===== src/rtl/cnn_frame_sequencer.sv =====
// Frame-level sequencer for the CNN lane-detection pipeline: pixel gating, FE/FC launch, timeouts, result handshake.
// Build macro CNN_SEQ_PERF_EN adds a cycle counter from EXTRACT entry to OUT entry on perf_cycles.
module cnn_frame_sequencer #(
   parameter int PIXELS_PER_FRAME   = 1024,
   parameter int FEATURES_PER_FRAME = 225,
   parameter int RESULT_W           = 48,
   parameter int TIMER_W            = 20,
   parameter int FEAT_TO            = 50000,
   parameter int BUF_TO             = 10000,
   parameter int FC_TO              = 100000
) (
   input  logic                clk,
   input  logic                rst,
   input  logic                start,
   input  logic                abort,
   input  logic                pixel_valid,
   output logic                pixel_ready,
   output logic                fe_start,
   input  logic                fe_done,
   input  logic                feat_valid,
   input  logic                buf_full,
   output logic                fc_start,
   input  logic                fc_valid,
   input  logic [RESULT_W-1:0] fc_data,
   output logic                res_valid,
   input  logic                res_ready,
   output logic [RESULT_W-1:0] res_data,
   output logic                res_timeout,
   output logic [2:0]          err_code,
   output logic                busy,
   output logic [15:0]         frame_count,
   output logic [31:0]         perf_cycles,
   output logic [2:0]          state_dbg
);
   typedef enum logic [2:0] {
      S_IDLE     = 3'd0,
      S_EXTRACT  = 3'd1,
      S_WAIT_BUF = 3'd2,
      S_FC       = 3'd3,
      S_OUT      = 3'd4
   } state_t;

   localparam int PIX_W  = $clog2(PIXELS_PER_FRAME + 1);
   localparam int FEAT_W = $clog2(FEATURES_PER_FRAME + 1);
   localparam logic [PIX_W-1:0]   PIX_LAST  = PIX_W'(PIXELS_PER_FRAME);
   localparam logic [FEAT_W-1:0]  FEAT_LAST = FEAT_W'(FEATURES_PER_FRAME);
   localparam logic [TIMER_W-1:0] FEAT_LIM  = TIMER_W'(FEAT_TO - 1);
   localparam logic [TIMER_W-1:0] BUF_LIM   = TIMER_W'(BUF_TO - 1);
   localparam logic [TIMER_W-1:0] FC_LIM    = TIMER_W'(FC_TO - 1);

   state_t             state;
   logic [TIMER_W-1:0] timer;
   logic [PIX_W-1:0]   pix_cnt;
   logic [FEAT_W-1:0]  feat_cnt;
   logic               pending;
   logic               res_fire;
   logic               go_extract;
   logic               enter_out;

   // Handshakes: a pixel transfers on a cycle with pixel_valid && pixel_ready; a result transfers on
   // res_valid && res_ready, and res_valid/res_data/res_timeout/err_code hold steady until that cycle.
   assign pixel_ready = (state == S_EXTRACT) && (pix_cnt < PIX_LAST);
   assign res_fire    = res_valid && res_ready;
   assign busy        = (state != S_IDLE);
   assign state_dbg   = state;
   assign go_extract  = !abort && (((state == S_IDLE) && start) ||
                                   ((state == S_OUT) && res_ready && (pending || start)));
   assign enter_out   = !abort && (state == S_FC) && (fc_valid || (timer == FC_LIM));

   always_ff @(posedge clk) begin
      if (rst) begin
         state       <= S_IDLE;
         timer       <= '0;
         pix_cnt     <= '0;
         feat_cnt    <= '0;
         pending     <= 1'b0;
         fe_start    <= 1'b0;
         fc_start    <= 1'b0;
         res_valid   <= 1'b0;
         res_data    <= '0;
         res_timeout <= 1'b0;
         err_code    <= '0;
         frame_count <= '0;
      end else begin
         fe_start <= 1'b0;
         fc_start <= 1'b0;
         timer    <= timer + 1'b1;
         if (res_fire) frame_count <= frame_count + 16'd1;
         if (abort) begin
            state       <= S_IDLE;
            timer       <= '0;
            pix_cnt     <= '0;
            feat_cnt    <= '0;
            pending     <= 1'b0;
            res_valid   <= 1'b0;
            res_data    <= '0;
            res_timeout <= 1'b0;
            err_code    <= '0;
         end else begin
            if (start && busy) pending <= 1'b1;
            if (pixel_valid && pixel_ready) pix_cnt <= pix_cnt + 1'b1;
            if (feat_valid && ((state == S_EXTRACT) || (state == S_WAIT_BUF)) && (feat_cnt != FEAT_LAST))
               feat_cnt <= feat_cnt + 1'b1;
            case (state)
               S_EXTRACT: begin
                  if ((pix_cnt == PIX_LAST) && fe_done) begin
                     state <= S_WAIT_BUF;
                     timer <= '0;
                  end else if (timer == FEAT_LIM) begin
                     state       <= S_WAIT_BUF;
                     timer       <= '0;
                     err_code[0] <= 1'b1;
                  end
               end
               S_WAIT_BUF: begin
                  if (buf_full || (feat_cnt == FEAT_LAST) || (timer == BUF_LIM)) begin
                     state    <= S_FC;
                     timer    <= '0;
                     fc_start <= 1'b1;
                     if (!(buf_full || (feat_cnt == FEAT_LAST))) err_code[1] <= 1'b1;
                  end
               end
               S_FC: begin
                  // A result arriving in the timeout cycle is still a real result.
                  if (fc_valid) begin
                     res_data <= fc_data;
                  end else if (timer == FC_LIM) begin
                     res_data    <= RESULT_W'(pix_cnt);
                     res_timeout <= 1'b1;
                     err_code[2] <= 1'b1;
                  end
                  if (enter_out) begin
                     state     <= S_OUT;
                     timer     <= '0;
                     res_valid <= 1'b1;
                  end
               end
               S_OUT: begin
                  if (res_ready) begin
                     res_valid <= 1'b0;
                     pending   <= pending && start;
                     if (!go_extract) begin
                        state <= S_IDLE;
                        timer <= '0;
                     end
                  end
               end
               default: ;
            endcase
            if (go_extract) begin
               state       <= S_EXTRACT;
               timer       <= '0;
               fe_start    <= 1'b1;
               pix_cnt     <= '0;
               feat_cnt    <= '0;
               err_code    <= '0;
               res_timeout <= 1'b0;
            end
         end
      end
   end

`ifdef CNN_SEQ_PERF_EN
   logic [31:0] perf_cnt;

   always_ff @(posedge clk) begin
      if (rst || abort) begin
         perf_cnt    <= '0;
         perf_cycles <= '0;
      end else begin
         if (go_extract) perf_cnt <= '0;
         else if (perf_cnt != '1) perf_cnt <= perf_cnt + 32'd1;
         if (enter_out) perf_cycles <= (perf_cnt == '1) ? perf_cnt : perf_cnt + 32'd1;
      end
   end
`else
   assign perf_cycles = '0;
`endif

endmodule


===== config.mk =====
export PLATFORM = sky130hd
export DESIGN_NAME = cnn_frame_sequencer
export DESIGN_NICKNAME = d
export VERILOG_FILES = /design/src/rtl/cnn_frame_sequencer.sv
export SDC_FILE = /design/constraint.sdc
export NUM_CORES = 1
export LEC_CHECK = 0
export ABC_AREA = 1
export CORE_UTILIZATION = 47
export CTS_CLUSTER_SIZE = 25
export DETAILED_ROUTE_END_ITERATION = 8
export PLACE_DENSITY = 0.81
export SYNTH_ARGS = -nofsm -noshare
export SYNTH_HDL_FRONTEND = slang
export SYNTH_SLANG_ARGS = --single-unit

===== constraint.sdc =====
create_clock -name clk -period 2.2 [get_ports clk]
set_clock_uncertainty 0.05 [all_clocks]
set_input_delay 0.44 -clock clk [delete_from_list [all_inputs] [get_ports clk]]
set_output_delay 0.44 -clock clk [all_outputs]
set_load 0.005 [all_outputs]

==> impl_metrics.ini <==
[synth]
synth_cell_type_count = 39
async_flop_share = 0
ys_seq_elements = 113
yosysWarnings = 0
postSynthCellCount = 709
ys_seq_area_frac = 0.428
avgSynthCellArea_sq_um = 7.45
syn_area_sq_mm = 0.00528
synthFlopType = dfxtp_1
synth_edf_count = 0

[place]
dp.final_hpwl_mm = 9.05
gp_congestion = 0.961
place_area_sq_mm = 0.00666
port_buffers = 133

[timing]
drv_slew = 0
worst_pin_slew_ns = 0.635
period_needed_ns = 2.00
setup_viol_count_final = 0
hold_violations = 0
fmax_mhz = 499
maxSlewHeadroom = 0.576
final.period_utilization = 0.910
setup_tns_ns = 0
grt_setup_unrepaired = false

[cells_and_area]
final_common_cell = nand2_1
final_cell_mix = nand2_1, clkdlybuf4s50_1, dfxtp_1, nor2_1, inv_1
stdcell_area_sq_mm = 0.00729
nFillCells = 885
n_antenna_cell = 0
syn_to_final_growth_pct = 38.1
drive_above_1_share = 0.114
final_nets = 921

[cts]
clk_pin_slew_ns = 0.05
h-tree-depth = 4
hold_buffers = 0
numCtsBuffers = 17
cts_tree = yes
root_buffer = clkbuf_8
clk_latency_ns = 0.51
clock_sinks = 113
clockBufferDepth = 2

[setup_path]
r2r_start = state_dbg[2]
cpPeakStageDelay_ns = 0.47
worstPathCellList = inv_2, buf_4, buf_4, nand2_1, nor2_2, inv_1, nor2_2, inv_1, nand2_2, inv_2, nand2_1, a21oi_1
worstPathArrival_ns = 2.40
r2r-end = res_data[27]
cp_max_fo = 37
path_class = reg2reg
r2r_slack_ns = 0.20
cpMaxStageDelayCell = inv_2
reg2reg_depth = 12
worstPathRequired_ns = 2.59
end_kind = register
worstSetupStartpointType = register
critPathTopFamily = buffers and inverters
path_buf_inv = 6

[drt]
wl_mm = 13.1
num_vias = 5017
drc_errors = 0
postRouteAntennaNets = 0
first_iter_violations = 392
dr.pass1.iters = 6
wl_per_cell_um = 13.0
viasPerCell = 4.98

[run_status]
outcome = finished, final reports clean

[global_routing]
grt-ovfl-total = 0
antenna_found_initial = 0
grt_pass1_wl_mm = 20.6
grt_max_degree = 40
grt_pass1_vias = 4381
grtUsageTotal = 0.226

[floorplanning]
pin_count = 166
initial_core_util = 0.485
rows = 38
die_area_sq_mm = 0.0117
coreArea_sq_mm = 0.0109
dieWidth_um = 108
die_y_um = 108

[power_and_ir_drop]
total_power_w = 0.00495
irDropWorstVdd_mv = 0.690
powerDensity_mw_per_mm2 = 679
leakage_nw = 2.75

[min_path]
hp-class = reg2reg
hp-start = timer[0]
hold-path-cell-count = 1
whs_endpoint = timer[0]

[run]
cap_viol_max_count = 0
report_power, final:
group / total, W / switching, W / leakage (nW) / internal [W]
Combinational: 0.000233 / 0.000105 / 1.56 / 0.000128
Sequential: 0.00205 / 0.00000393 / 0.912 / 0.00205
Clock: 0.00267 / 0.000889 / 0.283 / 0.00178
Total: 0.00495 / 0.000998 / 2.75 / 0.00396
sequential cells by signal, indices dropped and copies added (netlist names):
register and cells:
timer 20, pix_cnt 11, feat_cnt 8, res_data 48
frame_count 16, fc_start 1, fe_start 1, pending 1
err_code 3, res_valid 1, state_dbg 3
layout make-up:
class                   instances  area (sq um)  area share
inverters                      70           265      0.0364
clock inverters                 4          72.6     0.00995
multi-input cells             503          2500       0.342
clock buffers                  26           508      0.0697
well taps                     140           175      0.0240
repair buffers                152          1500       0.206
flip-flops and latches        113          2270       0.311
synth_stat cells (all sizes together) (2+ instances only):
library cell	count	area, sq um
nor2	88	370
buf	46	360
inv	70	263
and3	4	25.0
o21ai	30	154
nor3b	2	15.0
o21a	3	22.5
nand2	181	699
nand4	14	100
a21oi	58	290
xor2	15	131
ha	6	75.1
nor3	21	140
dfxtp	113	2260
nor4	4	46.3
nand3	21	125
clkbuf	8	30.0
xnor2	3	26.3
a31oi	15	93.8
worst max-delay path by stage:
| stage | slack [ns] | start | cells past startpoint | to |
|---|---|---|---|---|
| 3_5_place_dp | -0.04 | res_ready | 12 | frame_count[12] |
| 3_3_place_gp | 0.04 | res_ready | 12 | frame_count[12] |
| 4_1_cts | 0.004 | state_dbg[1] | 4 | pixel_ready |
| 2_1_floorplan | 0.54 | timer[0] | 11 | state_dbg[1] |
| 5_1_grt | 0.04 | state_dbg[2] | 12 | res_data[32] |
| 6_report | 0.20 | state_dbg[2] | 12 | res_data[27] |
cells by family after synthesis:
kind of cell,after synthesis,synth area share
XOR/XNOR,18,0.0299
AND/OR/NAND/NOR,337,0.290
adder cells (fa/ha/maj),6,0.0142
buffers and inverters,124,0.124
AO/OA/AOI/OAI,110,0.113
other,1,0.000710
flip-flops,113,0.428
layer usage:
layer  share of wire  global-route usage  wire length (um)
met1            0.43               0.276              5660
met2            0.49               0.371              6370
met3           0.065              0.0693               846
met4           0.017              0.0851               218
met5               0                   0                 0
metrics by stage:
stage / worst slack (ns) / instances / hold slack [ns] / util
6_report: 0.197 / 1008 / 0.396 / 0.670
5_1_grt: 0.0370 / 1008 / 0.420 / 0.670
4_1_cts: 0.00355 / 1007 / 0.400 / 0.667
3_5_place_dp: -0.0438 / 975 / 0.389 / 0.612
3_3_place_gp: 0.0450 / 975 / 0.377 / 0.612
2_1_floorplan: 0.535 / 740 / 0.363 / -
timing repair:
action / CTS / global route
resized for setup: 5 / 6
pin swaps: 0 / 1
buffers inserted: 2 / 1
endpoints found under the setup margin: 2 / 2
(Power assumes the default switching activity.)
